<file path="src/rtl/tpu_scheduler.sv">
// tpu_scheduler: accepts TPU commands from two requesters with round-robin
// arbitration, queues them in a small FIFO and issues them one at a time to
// the TPU. Each issue is a single-cycle execute strobe, after which the
// scheduler waits for the TPU busy flag to fall.
//
// State    | meaning
// ---------+-----------------------------------------------------------
// S_IDLE   | no command in flight; pop and strobe when FIFO non-empty
//          | and TPU not busy
// S_ISSUED | strobe cycle; TPU samples execute at the end of this cycle
// S_SETTLE | one cycle for the TPU to raise busy; opcodes it ignores
//          | never do, so fall back to S_IDLE instead of hanging
// S_WAIT   | TPU busy; hold until it drops
module tpu_scheduler #(
  parameter int FIFO_DEPTH = 4,
  parameter int CMD_WIDTH  = 48,
  localparam int AW        = $clog2(FIFO_DEPTH)
) (
  input  logic                 i_clk,
  input  logic                 i_reset,
  input  logic                 i_req0_valid,
  input  logic [CMD_WIDTH-1:0] i_req0_command,
  output logic                 o_req0_ready,
  input  logic                 i_req1_valid,
  input  logic [CMD_WIDTH-1:0] i_req1_command,
  output logic                 o_req1_ready,
  output logic                 o_tpu_execute,
  output logic [CMD_WIDTH-1:0] o_tpu_command,
  input  logic                 i_tpu_busy,
  output logic [AW:0]          o_fifo_level,
  output logic                 o_idle,
  output logic [15:0]          o_issued_count
);

  typedef enum logic [1:0] {S_IDLE, S_ISSUED, S_SETTLE, S_WAIT} state_t;

  localparam logic [AW:0] LEVEL_FULL = (AW+1)'(FIFO_DEPTH);

  state_t               r_state;
  logic [CMD_WIDTH-1:0] r_mem [FIFO_DEPTH];
  logic [AW-1:0]        r_wr_ptr;
  logic [AW-1:0]        r_rd_ptr;
  logic [AW:0]          r_level;
  logic                 r_last_grant;
  logic                 r_tpu_execute;
  logic [CMD_WIDTH-1:0] r_tpu_command;
  logic [15:0]          r_issued_count;

  logic                 w_full;
  logic                 w_empty;
  logic                 w_grant0;
  logic                 w_grant1;
  logic                 w_push;
  logic                 w_pop;
  logic [CMD_WIDTH-1:0] w_push_cmd;

  assign w_full  = (r_level == LEVEL_FULL);
  assign w_empty = (r_level == '0);

  // Round-robin grant: a lone requester always wins; on a tie the one not
  // granted last time wins (r_last_grant resets to 1 so req0 wins first).
  always_comb begin
    w_grant0 = 1'b0;
    w_grant1 = 1'b0;
    if (i_req0_valid && i_req1_valid) begin
      w_grant0 = r_last_grant;
      w_grant1 = !r_last_grant;
    end else begin
      w_grant0 = i_req0_valid;
      w_grant1 = i_req1_valid;
    end
  end

  assign o_req0_ready = w_grant0 && !w_full;
  assign o_req1_ready = w_grant1 && !w_full;
  assign w_push       = (i_req0_valid && o_req0_ready) || (i_req1_valid && o_req1_ready);
  assign w_push_cmd   = w_grant1 ? i_req1_command : i_req0_command;
  // Pop only from committed entries, so a push is never issuable in its own cycle.
  assign w_pop        = (r_state == S_IDLE) && !w_empty && !i_tpu_busy;

  // FIFO storage; contents need no reset because the level gates every read.
  always_ff @(posedge i_clk) begin
    if (w_push) r_mem[r_wr_ptr] <= w_push_cmd;
  end

  // FIFO pointers, fill level and the arbiter's last-granted requester.
  always_ff @(posedge i_clk or negedge i_reset) begin
    if (!i_reset) begin
      r_wr_ptr     <= '0;
      r_rd_ptr     <= '0;
      r_level      <= '0;
      r_last_grant <= 1'b1;
    end else begin
      if (w_push) begin
        r_wr_ptr     <= r_wr_ptr + AW'(1);
        r_last_grant <= w_grant1;
      end
      if (w_pop) r_rd_ptr <= r_rd_ptr + AW'(1);
      case ({w_push, w_pop})
        2'b10:   r_level <= r_level + (AW+1)'(1);
        2'b01:   r_level <= r_level - (AW+1)'(1);
        default: r_level <= r_level;
      endcase
    end
  end

  // Issue FSM with registered strobe, command and issue counter.
  always_ff @(posedge i_clk or negedge i_reset) begin
    if (!i_reset) begin
      r_state        <= S_IDLE;
      r_tpu_execute  <= 1'b0;
      r_tpu_command  <= '0;
      r_issued_count <= '0;
    end else begin
      case (r_state)
        S_IDLE: begin
          r_tpu_execute <= 1'b0;
          if (w_pop) begin
            r_tpu_command  <= r_mem[r_rd_ptr];
            r_tpu_execute  <= 1'b1;
            r_issued_count <= r_issued_count + 16'd1;
            r_state        <= S_ISSUED;
          end
        end
        S_ISSUED: begin
          r_tpu_execute <= 1'b0;
          r_state       <= S_SETTLE;
        end
        S_SETTLE: begin
          r_tpu_execute <= 1'b0;
          r_state       <= i_tpu_busy ? S_WAIT : S_IDLE;
        end
        S_WAIT: begin
          r_tpu_execute <= 1'b0;
          if (!i_tpu_busy) r_state <= S_IDLE;
        end
        default: begin
          r_tpu_execute <= 1'b0;
          r_state       <= S_IDLE;
        end
      endcase
    end
  end

  assign o_tpu_execute  = r_tpu_execute;
  assign o_tpu_command  = r_tpu_command;
  assign o_issued_count = r_issued_count;
  assign o_fifo_level   = r_level;
  assign o_idle         = (r_state == S_IDLE) && w_empty && !i_tpu_busy;

endmodule

</file>
<file path="config.mk">
export PLATFORM = sky130hd
export DESIGN_NAME = tpu_scheduler
export DESIGN_NICKNAME = d
export VERILOG_FILES = /design/src/rtl/tpu_scheduler.sv
export SDC_FILE = /design/constraint.sdc
export NUM_CORES = 1
export LEC_CHECK = 0
export BUFFER_PORTS_ARGS = -buffer_cell sky130_fd_sc_hd__buf_2
export CORE_ASPECT_RATIO = 0.7
export CORE_UTILIZATION = 45
export CTS_CLUSTER_DIAMETER = 30
export DETAILED_ROUTE_END_ITERATION = 10
export HOLD_SLACK_MARGIN = 0.05
export PLACE_DENSITY = 0.67
export REMOVE_ABC_BUFFERS = 1
export SLEW_MARGIN = 20
export SYNTH_ARGS = -nofsm -noshare
export SYNTH_HDL_FRONTEND = slang
export SYNTH_SLANG_ARGS = --single-unit
export TNS_END_PERCENT = 20
</file>
<file path="constraint.sdc">
create_clock -name i_clk -period 4.7 [get_ports i_clk]
set_input_delay 0.235 -clock i_clk [delete_from_list [all_inputs] [get_ports i_clk]]
set_output_delay 0.235 -clock i_clk [all_outputs]
set_load 0.05 [all_outputs]
</file>
==> results of run 1 <==
## state kept, by name, summed over array words and instances, names as in the netlist
| name | cells |
|---|---|
| o_fifo_level | 3 |
| o_issued_count | 16 |
| o_tpu_command | 48 |
| o_tpu_execute | 1 |
| r_last_grant | 1 |
| r_mem | 192 |
| r_rd_ptr | 2 |
| r_state | 2 |
| r_wr_ptr | 2 |
## per-layer routing
layer / part of all wire (%) / up-vias / track usage [%]
met2: 47 / 210 / 30.9
met1: 46 / 3054 / 27.1
met4: 1.5 / 0 / 6.37
met3: 6.1 / 29 / 4.13
li1: - / 2737 / -
met5: 0 / - / 0
## layout make-up
type,count,area [µm²],area share [%]
Inverter,12,45.0,0.339
Clock inverter,27,319,2.40
Sequential cell,267,7650,57.5
Clock buffer,47,1100,8.27
Antenna cell,2,5.00,0.0376
Tap cell,312,390,2.94
Multi-Input combinational cell,321,2760,20.8
Timing Repair Buffer,188,1020,7.70
## cells by family after synthesis
family,after synthesis
xor+xnor,21
compound gates,6
fa+ha+maj,7
simple gates,189
mux,98
buf+inv,39
flops,267
## per-stage QoR
step	area (µm²)	power, mW	hold WS [ns]	util, %	worst slack, ns
2_1_floorplan	10400	6.03	-0.0606	-	1.06
3_3_place_gp	11800	6.84	0.226	51.5	2.19
3_5_place_dp	11800	6.93	0.234	51.5	2.17
4_1_cts	13300	10.0	0.0502	58.0	1.68
5_1_grt	13300	10.4	0.0598	58.2	1.61
6_report	13300	9.93	0.0718	58.2	1.75
## worst max-delay path: stages
cell and delay [ns]:
dlygate4sd3_1 0.53, buf_2 0.15, a21boi_4 0.79, buf_4 0.50, mux2_2 0.39, dlygate4sd3_1 0.59
## placed cells by master (no fill, tap or decap), drive strengths merged, types with 2 or more instances in the layout
cell         instances
clkinv              12
ha                   6
nor4                 2
mux2                49
clkinvlp             7
a21oi                2
xnor2               10
diode                2
nand3                5
and2                 5
or3                  2
nand4                3
clkbuf              47
bufinv               5
buf                181
dfrtp               74
mux4                48
edfxtp             192
nor2                 5
dlygate4sd3          7
xor2                11
inv                 15
nand2              157
nor3                 7
## how the worst max path moves through the flow
stage / to / slack (ns) / cells after the start
floorplan: o_fifo_level[2] / 1.06 / 9
global placement: o_fifo_level[2] / 2.19 / 10
detailed placement: o_fifo_level[2] / 2.17 / 10
CTS: r_mem[0][39] / 1.68 / 6
global route: r_mem[0][39] / 1.61 / 6
finish: r_mem[0][39] / 1.75 / 6
## power breakdown
group | switching, mW | internal [mW]
clock network | 1.08 | 1.97
registers | 0.371 | 3.44
logic | 2.04 | 1.03
==> metrics.txt, run 1 <==
status=finished clean; Post-Route Setup TNS=0 ns; max_slew headroom=31.1%; # fillers=1,802; Worst Path Max Fanout=28; Layout Nets=938; Max Slew Vio Count=0; initial antenna violation count=1; post-synthesis adder-cell area fraction=0.901%; first-pass GRT wire length=34,900 µm; CTS tree=built; Syn Std Cell Area=between 10,000 and 15,000 µm²; asr flop ratio synth=roughly 28%; Initial Utilization=~46%; CP Launch Type=primary input; Leak=around 5.4 nW; Tmin final=2.95 ns; clock insertion delay at the later pin of the skew report=0.52 ns; Routed Antenna Nets=0; worst vdd ir=slightly below 0.4 mV; Avg WL per Cell=19.2 µm; Min-Delay Path Class=in -> reg; # clock sinks=267; synth cell count leaders=edfxtp_1 (192), nand2_1 (157), dfrtp_1 (74), mux2_2 (49), mux4_2 (48); CTS H-tree depth=2; synth top area cells=edfxtp_1 (55%), dfrtp_1 (18%), mux4_2 (10%), nand2_1 (5.6%), mux2_2 (5.2%); Max-Cap Viols=0; post-cts sizing count=0; global-route usage over all layers=19.5%; Clk pin slew, worst setup/hold paths=0.06 ns; Final setup viols=0; routed wire length=22,600 µm; die width=185 µm; skew final=0.0169 ns; Compound-Gate Fraction of Synth Area=0.344%; multiplexer share of the synthesized area=15.6%; Area Growth Syn to Fin=26.0%; Syn Area/Cell=about 17 µm²; clk buf depth=3; crit share post-route=62.9%; Die Y=about 130 µm; GR Overflow Total=0; cell count after synthesis=627; DR vias=6,030; sequential share of the synthesized area=between 70 and 80%; post-synth top area cell=edfxtp_1; # rows=between 40 and 50; share of cells above drive strength 1=a little over two fifths; Cell Pwr Density=about 750 nW/µm²; synth warn=0; Root Driver=clkbuf_16; TritonCTS buffer count=40; reg-to-reg startpoint=r_last_grant; Fin. Hold Viols=0; hold_sp=i_req1_command[15]; Critical Path RT=4.96 ns; top-count cell post-synth=edfxtp_1; Distinct cells, synth=34; EDFF count, synth=approximately 190; Synth Area in Simple Gates=7.45%; xor and xnor area share after synthesis=1.74%; worst-margin pin slew=between 1 and 1.5 ns; GP Congestion=0.749; Worst Setup End Kind=flip-flop; dpl cells=1,092; vias in the first global route=roughly 6,400; Reg-to-Reg End=r_mem[0][39]; RSZ-0062 raised after global routing=no; setup slack, reg-to-reg=1.78 ns; Remaining DRCs=0; Die ar.=24,100 µm²; Vias/cell=5.13; postcts setup bufs=0; Finished Layout Cells=roughly 1,200; post-detail-place hpwl=13,200 µm; main combinational cell family by area after synthesis=multiplexers; DR pass1 iterations=5; Worst Setup SP=i_req0_valid; post-cts hold buffer count=7; largest net degree at the start of global routing=57; Worst Path Arrival=3.21 ns; IO Count=between 150 and 200; reg2reg path depth=4; I/O Buffers=171; Main synth FF type=edfxtp_1; core area=22,800 µm²; highest clock rate=338 MHz; hold path cells=2; Worst Hold Path EP=r_mem[1][15]; worst setup path class=in -> reg; FF+latch count, synth=267; Yosys top cell area share=54.6%; First DRT Iteration DRCs=404
Power figures use the tool's default switching activity.
==> inputs of run 2 (changes only) <==
--- a/config.mk
+++ b/config.mk
@@ -5,6 +5,7 @@
 export SDC_FILE = /design/constraint.sdc
 export NUM_CORES = 1
 export LEC_CHECK = 0
+export ABC_AREA = 1
 export BUFFER_PORTS_ARGS = -buffer_cell sky130_fd_sc_hd__buf_2
 export CORE_ASPECT_RATIO = 0.7
 export CORE_UTILIZATION = 45
==> constraint.sdc (replaced) <==
create_clock -name i_clk -period 3 [get_ports i_clk]
set_input_delay 0.15 -clock i_clk [delete_from_list [all_inputs] [get_ports i_clk]]
set_output_delay 0.15 -clock i_clk [all_outputs]
set_load 0.05 [all_outputs]
==> run 2 against run 1 <==
Against the previous run: worst hold slack worse by 0.018 ns; die area is 4.4% higher; power is 57% higher; worst setup slack worse by 1.3 ns; first-iteration DRC count is 10% higher; sequential share of layout area is 4.2 points lower; synthesized area is 4.5% higher; combinational power is 81% higher; sequential power is 54% higher; clock power is 38% higher; clock-buffer cell count is 5 lower; synthesized cell count is 61% higher; critical endpoint is now r_mem[3][20]; largest power group unchanged.
==> metrics.txt, run 2 <==
Yosys top cell area share=52.3% (was 54.6%); CTS H-tree depth=2 (unchanged); Final setup viols=0 (unchanged); commonest non-fill, non-tap cell in the layout=nor2_1 (was edfxtp_1); post-synth top area cell=edfxtp_1 (unchanged); Area Growth Syn to Fin=30.1% (was 26.0%); post-cts hold buffer count=98 (was 7); cell count after synthesis=1,008 (was 627); clk buf depth=3 (unchanged); Distinct cells, synth=32 (was 34); # clock sinks=267 (unchanged); reg2reg path depth=8 (was 4); Clk pin slew, worst setup/hold paths=0.06 ns (about the same); dpl cells=1,459 (was 1,092); Worst Setup End Kind=flip-flop (unchanged); initial antenna violation count=0 (was 1); largest net degree at the start of global routing=78 (was 57); xor and xnor area share after synthesis=1.03% (was 1.74%); first-pass GRT wire length=40,500 µm (was 34,900 µm); Syn Std Cell Area=11,000 µm² (was 10,600 µm²); Layout Nets=1,387 (was 938); Routed Antenna Nets=0 (unchanged); Syn Area/Cell=10.9 µm² (was 16.8 µm²); Avg WL per Cell=15.6 µm (was 19.2 µm); RSZ-0062 raised after global routing=no (unchanged); First DRT Iteration DRCs=445 (was 404); Vias/cell=4.90 (was 5.13); worst vdd ir=0.648 mV (was 0.396 mV); Ant. Diodes=0 (was 2); CP Launch Type=flip-flop (was primary input); Finished Layout Cells=1,626 (was 1,176); CTS tree=built (unchanged); main combinational cell family by area after synthesis=simple AND/OR/NAND/NOR gates (was multiplexers); synth cell count leaders=nor2_1 (261), nand2_1 (196), edfxtp_1 (192), dfrtp_1 (74), o21ai_0 (62) (was edfxtp_1 (192), nand2_1 (157), dfrtp_1 (74), mux2_2 (49), mux4_2 (48)); Worst Path Max Fanout=49 (was 28); GP Congestion=0.807 (was 0.749); Max-Cap Viols=0 (unchanged); TritonCTS buffer count=38 (was 40); Initial Utilization=46.3% (was 46.2%); Root Driver=clkbuf_16 (unchanged); post-synthesis adder-cell area fraction=0.863% (was 0.901%); Leak=5.86 nW (was 5.41 nW); Die Y=133 µm (was 130 µm); Main synth FF type=edfxtp_1 (unchanged); postcts setup bufs=0 (unchanged); routed wire length=25,300 µm (was 22,600 µm); global-route usage over all layers=20.7% (was 19.5%); Critical Path RT=3.36 ns (was 4.96 ns); worst setup path class=reg -> reg (was in -> reg); Synth Area in Simple Gates=16.8% (was 7.45%); I/O Buffers=171 (unchanged); clock insertion delay at the later pin of the skew report=0.51 ns (was 0.52 ns); share of cells above drive strength 1=21.1% (was 42.2%); Max Slew Vio Count=0 (unchanged); Min-Delay Path Class=in -> reg (unchanged); post-cts sizing count=0 (unchanged); Die ar.=25,100 µm² (was 24,100 µm²); Largest register FFs=192 (unchanged); most frequent cells in the layout=nor2_1 (257), nand2_1 (196), edfxtp_1 (192) (was edfxtp_1 (192), buf_2 (170), nand2_1 (156)); asr flop ratio synth=28.1% (unchanged); hold path cells=3 (was 2); synth warn=0 (unchanged); IO Count=172 (unchanged); highest clock rate=just under 400 MHz; skew final=0.0242 ns (was 0.0169 ns); Compound-Gate Fraction of Synth Area=7.56% (was 0.344%); Post-Route Setup TNS=0 ns (unchanged); max_slew headroom=44.9% (was 31.1%); vias in the first global route=7,868 (was 6,393); DR vias=7,966 (was 6,030); post-detail-place hpwl=13,800 µm (was 13,200 µm); synth top area cells=edfxtp_1 (52%), dfrtp_1 (17%), nor2_1 (8.9%), nand2_1 (6.7%), o21ai_0 (2.8%) (was edfxtp_1 (55%), dfrtp_1 (18%), mux4_2 (10%), nand2_1 (5.6%), mux2_2 (5.2%)); multiplexer share of the synthesized area=0% (was 15.6%); crit share post-route=84.4%; top-count cell post-synth=nor2_1 (was edfxtp_1); Tmin final=2.53 ns; core area=23,800 µm² (was 22,800 µm²); status=finished clean (unchanged); GR Overflow Total=0 (unchanged); worst-margin pin slew=0.826 ns (was 1.03 ns); total chip power=15.6 mW (was 9.93 mW); Most flops, register=r_mem (unchanged); Cell Pwr Density=1090 nW/µm² (was 747 nW/µm²); Fin. Hold Viols=0 (unchanged); FF+latch count, synth=267 (unchanged); # rows=47 (was 46); die width=189 µm (was 185 µm); DR pass1 iterations=5 (unchanged); Remaining DRCs=0 (unchanged); EDFF count, synth=192 (unchanged); Worst Path Arrival=2.89 ns (was 3.21 ns); # fillers=1,928 (was 1,802); sequential share of the synthesized area=69.3% (was 72.4%)
==> run 2: where the power goes <==
part / internal [mW] / switching, mW / leakage [nW]
registers: 5.33 / 0.525 / 2.64
clock network: 2.52 / 1.70 / 0.576
logic: 1.54 / 4.01 / 2.65
total: 9.40 / 6.23 / 5.86
==> run 2: layout make-up <==
type,instances,area [µm²],area share [%]
flip-flops and latches,267,7650,53.3
multi-input cells,653,2930,20.4
repair buffers,286,2020,14.1
clock buffers,42,987,6.89
well taps,318,398,2.78
clock inverters,27,230,1.61
inverters,33,129,0.899
==> run 2: final timing paths <==
kind                                   startpoint           endpoint  slack (ns)
worst max-delay path                 r_last_grant       r_mem[3][20]        0.47
worst min-delay path            i_req0_command[1]        r_mem[3][1]        0.05
worst max register to register       r_last_grant       r_mem[3][20]        0.47
worst min register to register         r_state[1]         r_state[1]        0.50
max in group asynchronous                 i_reset  o_tpu_command[33]        1.99
min in group asynchronous                 i_reset      o_tpu_execute        0.28
==> run 2: metal layers <==
layer	global-route usage [%]	wire length, µm
met5	0	0
met4	5.33	373
met3	4.06	1640
met2	34.2	12000
met1	28.1	11300
==> run 2: kinds of logic (layout without fill, tap and decap cells) <==
logic type                 count (synthesis)  count (layout)
and+or+nand+nor                          479             479
DFF                                      267             267
AOI/OAI and AO/OA                        154             154
buffers and inverters                     88             388
xor gates and xnor gates                  13              13
adders and majority gates                  7               7
==> run 2: stage by stage <==
step                      hold WS, ns  area [µm²]  utilization, %  setup WS, ns
final                          0.0538       14300            60.2         0.468
after global placement          0.306       12100            51.0         0.575
after floorplan                -0.146       10700               -         -1.22
after detailed placement        0.311       12100            51.0         0.565
after global routing           0.0660       14300            60.2         0.336
after CTS                      0.0516       14300            60.2         0.445
==> run 2: critical path, cell delays in order, from the launching register on <==
cell	delay (ns)
dfstp_2	0.53
nand2_1	0.04
and2_2	0.16
buf_4	0.31
inv_2	0.12
buf_4	0.30
nand2_1	0.10
nand2_1	0.16
dlygate4sd3_1	0.62
==> inputs of run 3 (changes only) <==
--- a/config.mk
+++ b/config.mk
@@ -12,7 +12,7 @@
 export CTS_CLUSTER_DIAMETER = 30
 export DETAILED_ROUTE_END_ITERATION = 10
 export HOLD_SLACK_MARGIN = 0.05
-export PLACE_DENSITY = 0.67
+export PLACE_DENSITY = 0.69
 export REMOVE_ABC_BUFFERS = 1
 export SLEW_MARGIN = 20
 export SYNTH_ARGS = -nofsm -noshare
==> constraint.sdc (replaced) <==
create_clock -name i_clk -period 2.05 [get_ports i_clk]
set_input_delay 0.1025 -clock i_clk [delete_from_list [all_inputs] [get_ports i_clk]]
set_output_delay 0.1025 -clock i_clk [all_outputs]
set_load 0.05 [all_outputs]
==> run 3 against run 2 <==
Against the previous run: worst setup slack lost 0.45 ns; final cell count increased by 1.4%; routed wire length rose by 6.2%; first-iteration DRC count rose by 12%; clock power is 71% higher; die area stayed put; core utilization grew 1.9 points; sequential power increased by 45%; clock skew grew 0.00068 ns.
==> metrics.txt, run 3 (synthesis results as in run 2) <==
status=finished clean (unchanged); worst setup path class=reg -> reg (unchanged); vias in the first global route=7,890 (was 7,868); # clock sinks=267 (unchanged); share of cells above drive strength 1=22.2% (was 21.1%); Layout Nets=1,405 (was 1,387); GR Overflow Total=0 (unchanged); I/O Buffers=171 (unchanged); Die Y=133 µm (unchanged); RSZ-0062 raised after global routing=yes (was no); setup slack, reg-to-reg=0.02 ns (was 0.47 ns); CP Launch Type=flip-flop (unchanged); Fin. Hold Viols=0 (unchanged); Largest register FFs=192 (unchanged); commonest non-fill, non-tap cell in the layout=nor2_1 (unchanged); dpl cells=1,471 (was 1,459); Worst Setup End Kind=flip-flop (unchanged); DR vias=8,186 (was 7,966); Final setup viols=0 (unchanged); postcts setup bufs=0 (unchanged); highest clock rate=492 MHz (was 395 MHz); Remaining DRCs=0 (unchanged); Min-Delay Path Class=in -> reg (unchanged); Avg WL per Cell=16.3 µm (was 15.6 µm); Ant. Diodes=0 (unchanged); skew final=0.0248 ns (was 0.0242 ns); routed wire length=26,900 µm (was 25,300 µm); Critical Path RT=2.45 ns (was 3.36 ns); M1 WL=11,700 µm (was 11,300 µm); hold path cells=5 (was 3); crit share post-route=99.2% (was 84.4%); metal2 WL=12,400 µm (was 12,000 µm); Fin Hold WS=0.0836 ns (was 0.0538 ns); post-detail-place hpwl=15,500 µm (was 13,800 µm); CTS H-tree depth=2 (unchanged); GP Congestion=0.834 (was 0.807); IO Count=172 (unchanged); Initial Utilization=46.3% (unchanged); Reg-to-Reg End=o_fifo_level[2] (was r_mem[3][20]); top routing layer in use=met4 (unchanged); global-route usage over all layers=21.9% (was 20.7%); Cell Pwr Density=1630 nW/µm² (was 1090 nW/µm²); Worst Path Max Fanout=2 (was 49); most frequent cells in the layout=nor2_1 (257), nand2_1 (196), edfxtp_1 (192) (unchanged); Routed Antenna Nets=0 (unchanged); worst vdd ir=0.809 mV (was 0.648 mV); Worst Hold Path EP=r_last_grant (was r_mem[3][1]); initial antenna violation count=0 (unchanged); Worst Path Arrival=2.43 ns (was 2.89 ns); reg2reg path depth=11 (was 8); CTS tree=built (unchanged); first-pass GRT wire length=42,200 µm (was 40,500 µm); Root Driver=clkbuf_16 (unchanged); reg-to-reg startpoint=r_last_grant (unchanged); die width=189 µm (unchanged); Area Growth Syn to Fin=34.1% (was 30.1%); Vias/cell=4.96 (was 4.90); TritonCTS buffer count=43 (was 38); Tmin final=2.03 ns (was 2.53 ns); First DRT Iteration DRCs=498 (was 445); total chip power=24.1 mW (was 15.6 mW); largest net degree at the start of global routing=105 (was 78); DR pass1 iterations=5 (unchanged); Leak=6.07 nW (was 5.86 nW); max_slew headroom=55.2% (was 44.9%); Max Slew Vio Count=0 (unchanged); hold_sp=i_req0_valid (was i_req0_command[1]); core area=23,800 µm² (unchanged); Max-Cap Viols=0 (unchanged); clock insertion delay at the later pin of the skew report=0.53 ns (was 0.51 ns); clk buf depth=3 (unchanged); Clk pin slew, worst setup/hold paths=0.05 ns (was 0.06 ns); DR WL met3=2160 µm (was 1640 µm); Finished Layout Cells=1,649 (was 1,626); Die ar.=25,100 µm² (unchanged); Most flops, register=r_mem (unchanged); worst-margin pin slew=0.673 ns (was 0.826 ns); # rows=47 (unchanged)
-- run 3: cell count changes in the layout (fill, tap and decap cells not counted), sizes merged --
cell,before,now
bufinv,1,4
clkinv,7,11
dlygate4sd3,98,99
inv,44,42
buf,188,200
clkinvlp,8,4
clkbuf,42,51
-- run 3: critical path, stage by stage, from the launching register on --
cell and delay (ns):
dfstp_2 0.52, nand2_1 0.05, and2_2 0.18, nand2_1 0.09, nand2_1 0.08, inv_1 0.08
ha_1 0.14, inv_1 0.06, fa_2 0.35, a21oi_2 0.13, o21ai_1 0.08, xor2_1 0.15
-- run 3: cell type report --
| class | instances | area [µm²] |
|---|---|---|
| inverter | 33 | 128 |
| tap | 318 | 398 |
| sequential | 267 | 7650 |
| clock inverter | 28 | 309 |
| clock buffer | 51 | 1160 |
| multi-input combinational | 653 | 2930 |
| fill | 1849 | 9030 |
| timing repair buffer | 299 | 2210 |
-- run 3: timing repair --
action,in CTS,in global routing
resized for setup,2,2
hold buffers,99,0
endpoints found under the setup margin,1,178
pin swaps,0,0
hold endpoints to repair,231,0
-- run 3: how the worst max path moves through the flow --
| stage | from | endpoint | slack [ns] | depth (start not counted) |
|---|---|---|---|---|
| final | r_last_grant | o_fifo_level[2] | 0.02 | 11 |
| after global routing | r_last_grant | o_fifo_level[2] | -0.09 | 11 |
| after CTS | r_last_grant | o_fifo_level[2] | 0.004 | 11 |
| after detailed placement | r_last_grant | o_fifo_level[2] | -0.04 | 11 |
| after global placement | r_last_grant | o_fifo_level[2] | 0.008 | 11 |
| after floorplan | r_last_grant | r_mem[0][0] | -2.17 | 6 |
-- run 3: report_power, final --
group          internal, mW  total (mW)  switching (mW)
clock network          4.62        7.22            2.60
logic                  2.37        8.37            6.00
registers              7.80        8.51           0.716
total                  14.8        24.1            9.32
-- run 3: metal layers --
layer | global-route usage [%] | vias up
met5 | 0 | -
met2 | 35.0 | 320
met4 | 7.35 | 0
met1 | 30.1 | 3828
met3 | 4.48 | 46
li1 | - | 3992
-- run 3: metrics by stage --
stage          instance area, µm²  setup WS (ns)  utilization (%)  TNS, ns
5_1_grt                     14800        -0.0935             62.1   -0.158
6_report                    14800         0.0164             62.1        0
2_1_floorplan               10700          -2.17                -  -515.98
4_1_cts                     14800        0.00365             62.0        0
3_3_place_gp                12300        0.00763             51.7        0
3_5_place_dp                12300        -0.0434             51.7  -0.0434
